[config.mk]
export PLATFORM = sky130hd
export DESIGN_NAME = shift_deser
export DESIGN_NICKNAME = d
export VERILOG_FILES = /design/src/rtl/shift_deser.sv
export SDC_FILE = /design/constraint.sdc
export NUM_CORES = 1
export LEC_CHECK = 0
export ABC_AREA = 1
export BUFFER_PORTS_ARGS = -buffer_cell sky130_fd_sc_hd__buf_2
export CAP_MARGIN = 20
export CORE_MARGIN = 5
export CORE_UTILIZATION = 40
export DETAILED_ROUTE_END_ITERATION = 12
export PLACE_DENSITY_LB_ADDON = 0.15
export SYNTH_ARGS = -nofsm -noshare
export SYNTH_HDL_FRONTEND = slang
export SYNTH_SLANG_ARGS = --single-unit
[constraint.sdc]
create_clock -name clk_i -period 1.4 [get_ports clk_i]
set_input_delay 0.28 -clock clk_i [delete_from_list [all_inputs] [get_ports clk_i]]
set_output_delay 0.28 -clock clk_i [all_outputs]
set_load 0.1 [all_outputs]
[src/rtl/shift_deser.sv]
// shift_deser: serial-to-parallel deserializer with a valid/ready output
// handshake and a sticky overrun flag.
//
// Bits are sampled on clk_i when shift_i is high. Once a full frame has been
// collected, the word is presented on dout_o with dout_valid_o. If the
// previous word has not been consumed by then, the new word is dropped and
// overrun_o is set.
//
// Optional feature: define SHIFT_DESER_PARITY_EN to add one trailing
// even-parity bit per frame and a parity_err_o output. Without the macro,
// a frame is exactly WIDTH data bits and parity_err_o does not exist.
//
// All state uses a synchronous, active-high reset (reset_i).

module shift_deser #(
  parameter int WIDTH     = 8,
  parameter bit MSB_FIRST = 1'b1
) (
  input  logic             clk_i,
  input  logic             reset_i,
  input  logic             sin_i,
  input  logic             shift_i,
  input  logic             clear_i,
  output logic [WIDTH-1:0] dout_o,
  output logic             dout_valid_o,
  input  logic             dout_ready_i,
  output logic             overrun_o,
`ifdef SHIFT_DESER_PARITY_EN
  output logic             parity_err_o,
`endif
  input  logic             clear_ovr_i
);

  // Frame length in serial bits. The parity variant carries one extra bit
  // after the data bits.
`ifdef SHIFT_DESER_PARITY_EN
  localparam int FRAME_LEN = WIDTH + 1;
`else
  localparam int FRAME_LEN = WIDTH;
`endif

  // The counter must be able to hold FRAME_LEN-1.
  localparam int CNT_W = $clog2(FRAME_LEN + 1);

  localparam logic [CNT_W-1:0] CNT_ZERO = '0;
  localparam logic [CNT_W-1:0] CNT_ONE  = CNT_W'(1);
  localparam logic [CNT_W-1:0] CNT_LAST = CNT_W'(FRAME_LEN - 1);

  // Receive FSM: IDLE means no bits of a frame have arrived yet. ACTIVE
  // means a frame is partly received.
  localparam logic [0:0] ST_IDLE   = 1'b0;
  localparam logic [0:0] ST_ACTIVE = 1'b1;

  logic [0:0]       state_q;
  logic [0:0]       state_d;
  logic [CNT_W-1:0] cnt_q;
  logic [CNT_W-1:0] cnt_d;
  logic [WIDTH-1:0] sreg_q;
  logic [WIDTH-1:0] sreg_d;
  logic [WIDTH-1:0] sreg_shifted;

  logic             accept_bit;
  logic             frame_done;
  logic [WIDTH-1:0] word_assembled;
  logic             transfer;
  logic             load_word;
  logic             drop_word;

`ifdef SHIFT_DESER_PARITY_EN
  logic             parity_err_q;
  logic             parity_calc;
`endif

  // A bit is taken only when shift_i is high. clear_i has priority, so the
  // bit offered on a clearing edge is dropped.
  assign accept_bit = shift_i & ~clear_i;
  assign frame_done = accept_bit & (cnt_q == CNT_LAST);

  // Shift one new bit into the register. The shift direction decides
  // whether the first bit ends up in the MSB or the LSB.
  always_comb begin
    sreg_shifted = sreg_q;
    if (MSB_FIRST) begin
      sreg_shifted = {sreg_q[WIDTH-2:0], sin_i};
    end else begin
      sreg_shifted = {sin_i, sreg_q[WIDTH-1:1]};
    end
  end

  // Pick the word to publish when a frame completes. In the parity variant
  // the data is already in the register and the last bit is the parity bit.
`ifdef SHIFT_DESER_PARITY_EN
  assign word_assembled = sreg_q;
  assign parity_calc    = (^sreg_q) ^ sin_i;
`else
  assign word_assembled = sreg_shifted;
`endif

  // Output handshake. ready is ignored unless a word is held. A completed
  // word is loaded if the slot is empty or is being emptied on this edge.
  // Otherwise it is dropped.
  assign transfer  = dout_valid_o & dout_ready_i;
  assign load_word = frame_done & (~dout_valid_o | dout_ready_i);
  assign drop_word = frame_done & dout_valid_o & ~dout_ready_i;

  // Next state for the receive FSM, the counter and the shift register.
  always_comb begin
    state_d = state_q;
    cnt_d   = cnt_q;
    sreg_d  = sreg_q;
    if (clear_i) begin
      state_d = ST_IDLE;
      cnt_d   = CNT_ZERO;
      sreg_d  = '0;
    end else if (shift_i) begin
      if (frame_done) begin
        state_d = ST_IDLE;
        cnt_d   = CNT_ZERO;
        sreg_d  = '0;
      end else begin
        state_d = ST_ACTIVE;
        cnt_d   = cnt_q + CNT_ONE;
        sreg_d  = sreg_shifted;
      end
    end
  end

  // Register the receive-side state. Reset discards any partial frame.
  always_ff @(posedge clk_i) begin
    if (reset_i) begin
      state_q <= ST_IDLE;
      cnt_q   <= CNT_ZERO;
      sreg_q  <= '0;
    end else begin
      state_q <= state_d;
      cnt_q   <= cnt_d;
      sreg_q  <= sreg_d;
    end
  end

  // Output word register. It changes only when a word is loaded, so dout_o
  // keeps its value after the word has been consumed.
  always_ff @(posedge clk_i) begin
    if (reset_i) begin
      dout_o <= '0;
    end else if (load_word) begin
      dout_o <= word_assembled;
    end
  end

  // Valid flag. A load sets it; a transfer with no load on the same edge
  // clears it.
  always_ff @(posedge clk_i) begin
    if (reset_i) begin
      dout_valid_o <= 1'b0;
    end else if (load_word) begin
      dout_valid_o <= 1'b1;
    end else if (transfer) begin
      dout_valid_o <= 1'b0;
    end
  end

  // Sticky overrun flag. A new drop wins over a request to clear it.
  always_ff @(posedge clk_i) begin
    if (reset_i) begin
      overrun_o <= 1'b0;
    end else if (drop_word) begin
      overrun_o <= 1'b1;
    end else if (clear_ovr_i) begin
      overrun_o <= 1'b0;
    end
  end

`ifdef SHIFT_DESER_PARITY_EN
  // The parity error flag is loaded together with the word. A dropped word
  // leaves it unchanged.
  always_ff @(posedge clk_i) begin
    if (reset_i) begin
      parity_err_q <= 1'b0;
    end else if (load_word) begin
      parity_err_q <= parity_calc;
    end
  end

  assign parity_err_o = parity_err_q;
`endif

endmodule

After elaboration in Yosys (flattened, before gate mapping) --
Index checks and enable logic that the tools add are counted.
Storage, ports and cells: register bits after elaboration 21, input bits 7, output and inout bits 10, logic and storage cells 26
Cells by class: add/sub/neg operators 1, equality and inequality tests 1, muxes and demuxes 6, bitwise operators 10, reduce and logical (&&, ||, !) cells 3
Operator list (number):
- $mux W7 | 1
- $and A1 B1 Y1 | 6
- $add A4 B1 Y4 const B | 1
- $eq A4 B3 Y1 const B | 1
- $mux W1 | 4
- $mux W4 | 1
- $reduce_bool A2 Y1 | 2
- $not A1 Y1 | 3
- $reduce_or A2 Y1 | 1
- $or A1 B1 Y1 | 1

Depth between registers and ports, before layout --
depth after elaboration 6, gate-level depth with buffers 8, mapped depth without buffers 7

Least setup slack after synthesis --
No wires, ideal clock.
path type register to register, start point register dout_valid_o, end point register dout_o[5], setup time 0.113 ns, arrival time 1.605 ns, required time 1.287 ns, setup slack -0.317 ns, stages on the path, launching flop included 7, path buffers 1, clock period less this slack 1.717 ns, cells stage by stage dfxtp_1 nand2_1 nand3_4 buf_6 nand2_1 nand2_1 nor2_1
Between the ends: longest elaborated chain between the ends 3
Ends and longest elaborated chain:
- start: declaration | line 25 | output logic dout_valid_o,
- start signal: assignment | line 155 | dout_valid_o <= 1'b0;
- start signal: assignment | line 157 | dout_valid_o <= 1'b1;
- start signal: assignment | line 159 | dout_valid_o <= 1'b0;
- $not A1 Y1 | line 103 | assign load_word = frame_done & (~dout_valid_o | dout_ready_i);
- $or A1 B1 Y1 | line 103
- $and A1 B1 Y1 | line 103
- end signal: assignment | line 147 | dout_o <= word_assembled;
- end: declaration | line 24 | output logic [WIDTH-1:0] dout_o,
No other way between the ends. A chain may end at the register's enable or synchronous reset.

Final worst setup path --
start point register dout_valid_o, end point output port dout_valid_o
No word-level cell between the ends.

==> run summary <==
CRITICAL PATH
-----------------------------------------------------------------------------------------------------------------
Critical Path Sink Type                                                                              primary output
Critical path, cell by cell                                                                                 buf_2
Worst setup slack for register-to-register paths                                                          0.13 ns
Buffering stage count on the worst path with inverters included                                                 1
Crit path arrival time                                                                                    1.09 ns
Crit start category                                                                                      register
Launch instance of the worst register-to-register path                                                   cnt_q[0]
Worst Reg2Reg Path Length in Cells                                                                              6
Top cell family by delay on the critical path                                                        buffers and inverters
Crit-path max cell delay                                                                                  0.42 ns
Cell with the largest stage delay on the worst path                                                         buf_2
Required time at the worst-slack endpoint                                                                 1.12 ns
Endpoint of the worst-slack reg-to-reg timing path                                                       cnt_q[0]
Path type of the worst setup path                                                                         reg2out
Maximum fanout encountered on the critical timing path                                                          3

FLOORPLAN
-----------------------------------------------------------------------------------------------------------------
Core Box Area                                                                                            1980 um2
Initial standard-cell utilization of the core                                                               42.7%
Site row count                                                                                                 16
Die height                                                                                                56.0 um
I/O Pins                                                                                                       17
Die span in x                                                                                             56.0 um
Die Area                                                                                                 3140 um2

STA
-----------------------------------------------------------------------------------------------------------------
Transition time of the tightest slew-check pin                                                           0.485 ns
Highest clock rate                                                                                        730 MHz
Fin. max-slew vios                                                                                              0
Clock skew                                                                                             0.00425 ns
Total of endpoints with negative setup slack in the final report                                                0
Fin worst setup slack                                                                                   0.0306 ns
Fin crit period                                                                                           1.37 ns
Final Hold Viols                                                                                                0
Worst-case headroom to the max-slew limit                                                                   67.9%
Fin crit share                                                                                              97.8%

FINAL LAYOUT
-----------------------------------------------------------------------------------------------------------------
Layout cell share with drive strength beyond 1                                                              25.2%
Total of fill cells in the finished design                                                                    210
Number of antenna diodes                                                                                        0
Post-synthesis to final-layout area growth                                                                  24.2%
Post-route non-filler standard cell count                                                                     166
Nets                                                                                                          148

SYNTH
-----------------------------------------------------------------------------------------------------------------
Yosys Warn Count                                                                                                0
Arithmetic-cell share of the synthesized area counting full adders, half adders and majority gates          1.48%
Proportion of synthesized area in mux cells                                                                    0%
Top post-synthesis cells by count                                                                    34 x nand2_1, 21 x dfxtp_1, 21 x nor2_1
Complex-gate fraction of the synthesized area                                                               7.68%
Post-synthesis cell type with the largest combined area                                                   dfxtp_1
Most used standard cell by instance count after synthesis                                                 nand2_1
Post-synthesis cell type count                                                                                 16
Flip-flop and latch count after synthesis                                                                      21
Yosys top cell area share                                                                                   49.6%
EDFF count, synth                                                                                               0
Post-synthesis async set-or-reset flop share                                                                   0%
Average size of a mapped cell                                                                            7.24 um2
Syn_nets                                                                                                      125
Post-Synth Simple-Gate Area                                                                                 33.2%
Synth Area in XOR/XNOR                                                                                         0%
Main flop type after synthesis                                                                            dfxtp_1
Cell types occupying the most area after synthesis                                                   dfxtp_1 50%, nand2_1 15%, nor2_1 9.3%
Portion of the post-synthesis area used by sequential elements                                              49.6%
Netlist Area Pre-Place                                                                                    847 um2
Post-synthesis cell count                                                                                     117
Largest family of logic cells by synthesized area                                                    simple AND/OR/NAND/NOR gates

GRT
-----------------------------------------------------------------------------------------------------------------
Global-route wire length before repair                                                                    2880 um
Initial antenna violation count                                                                                 0
Overall overflow remaining after global route                                                                   0
Total routing resource utilization after global routing                                                     11.4%
Via count of the first global-routing pass                                                                    685
Maximum number of pins on one net before global-route repair                                                   17

CLOCK NETWORK
-----------------------------------------------------------------------------------------------------------------
TritonCTS buffer count                                                                                          3
Maximum number of buffers from clock root to sink                                                               2
Sinks on Clock Net                                                                                             21
Total of hold buffers inserted after clock tree synthesis                                                       0
Root buf cell                                                                                            clkbuf_4
Clock transition at the registers of the reported paths                                                   0.11 ns
Worst skew pair latency                                                                                   0.31 ns
Clock tree from TritonCTS                                                                                     yes
Clock H-tree levels                                                                                             1

DETAILED ROUTING
-----------------------------------------------------------------------------------------------------------------
Detailed-route vias per instance                                                                             4.60
Detailed Route WL                                                                                         1720 um
Antenna Nets Post-Route                                                                                         0
Number of vias in the routed layout                                                                           764
Starting DRC count in detailed routing                                                                         24
Routed WL per cell                                                                                        10.3 um
First-pass iteration count of the detailed router                                                               4
Final routed DRC violation total                                                                                0

PLACE
-----------------------------------------------------------------------------------------------------------------
Post-placement worst setup slack                                                                        0.0662 ns
Final HPWL from detailed placement                                                                        1100 um
Routability-driven placement congestion ratio                                                               0.757
Count of placed standard cells including taps                                                                 159
Port buffer count                                                                                              16

POWER
-----------------------------------------------------------------------------------------------------------------
Power consumption                                                                                          944 uW
Peak supply drop                                                                                         0.569 mV
Power per unit of standard cell area                                                                   897 nW/um2
LEAKAGE                                                                                               0.000488 uW

WORST HOLD PATH
-----------------------------------------------------------------------------------------------------------------
Endpoint, Worst Hold                                                                                 dout_valid_o
Worst min-delay path class                                                                                 in2reg
Worst hold path cell count                                                                                      2
Startpoint of the lowest-slack hold path                                                                  reset_i

FLOW RUN
-----------------------------------------------------------------------------------------------------------------
Maximum capacitance violations                                                                                  0

OUTCOME
-----------------------------------------------------------------------------------------------------------------
Outcome                                                                                              finished clean

==> final cells by class <==
| class | count | area (um2) | share of cell area, % |
|---|---|---|---|
| clock buffers | 3 | 22.5 | 2.14 |
| clock inverters | 1 | 5.00 | 0.476 |
| inverters | 14 | 52.6 | 4.99 |
| multi-input cells | 81 | 399 | 37.9 |
| flip-flops and latches | 21 | 429 | 40.8 |
| well taps | 27 | 33.8 | 3.21 |
| repair buffers | 19 | 110 | 10.5 |
==> state kept, by name (all words and copies together), names as in the netlist <==
signal / count
sreg_q: 7
dout_o: 8
cnt_q: 4
dout_valid_o: 1
overrun_o: 1
==> kinds of logic (layout without fill, tap and decap cells) <==
kind of cell,after synthesis,count (layout)
buffers and inverters,16,37
AND/OR/NAND/NOR,66,67
flip-flops,21,21
adder cells (fa/ha/maj),1,1
AO/OA/AOI/OAI,13,13
==> what timing repair did <==
item | in CTS | in global routing
setup endpoints to repair | 0 | 18
buffers inserted | 0 | 2
resized for setup | 0 | 14
==> layout by cell type, fill, tap and decap left out <==
| cell | synthesis | routed |
|---|---|---|
| clkbuf_4 | 0 | 6 |
| buf_2 | 0 | 13 |
| dfxtp_1 | 21 | 18 |
| a21oi_1 | 12 | 12 |
| nand3_4 | 1 | 2 |
| nand4_1 | 1 | 1 |
| dfxtp_4 | 0 | 2 |
| o21ai_0 | 1 | 1 |
| nor3_1 | 1 | 1 |
| nand3_1 | 7 | 7 |
| dfxtp_2 | 0 | 1 |
| nor2_2 | 0 | 1 |
| clkinv_2 | 0 | 1 |
| inv_1 | 12 | 12 |
| inv_2 | 1 | 1 |
| clkinv_1 | 1 | 1 |
| nand2_2 | 0 | 3 |
| nor2_1 | 21 | 20 |
| ha_4 | 0 | 1 |
| nor2_4 | 1 | 1 |
| buf_4 | 0 | 3 |
| nand2_1 | 34 | 31 |
==> metal layers <==
metal	wire length (um)	vias to the layer above	GRT usage, %
met2	820	16	17.9
li1	-	416	-
met3	87	4	2.09
met1	781	328	14.2
met4	26	0	7.46
met5	0	-	0
==> where the power goes <==
group / total, uW / switching [uW] / internal, uW
clock: 296 / 189 / 107
combinational: 47.0 / 30.6 / 16.4
sequential: 601 / 3.18 / 598
==> through the flow <==
step            TNS, ns  util [%]  hold WS, ns  instance area [um2]
5_1_grt        -0.00522      53.1        0.157                 1050
4_1_cts               0      49.6        0.147                  982
6_report              0      53.1        0.157                 1050
3_5_place_dp          0      48.2        0.458                  955
2_1_floorplan         0         -        0.342                  848
3_3_place_gp          0      48.2        0.451                  955
==> how the worst max path moves through the flow <==
stage	endpoint	cells after the start	startpoint	slack [ns]
floorplan	dout_o[5]	6	dout_valid_o	0.05
global placement	cnt_q[0]	6	cnt_q[0]	0.11
detailed placement	cnt_q[0]	6	cnt_q[0]	0.07
CTS	overrun_o	1	overrun_o	0.02
global route	dout_valid_o	1	dout_valid_o	-0.005
finish	dout_valid_o	1	dout_valid_o	0.03
Note: power is estimated with default switching activity, not from simulation.
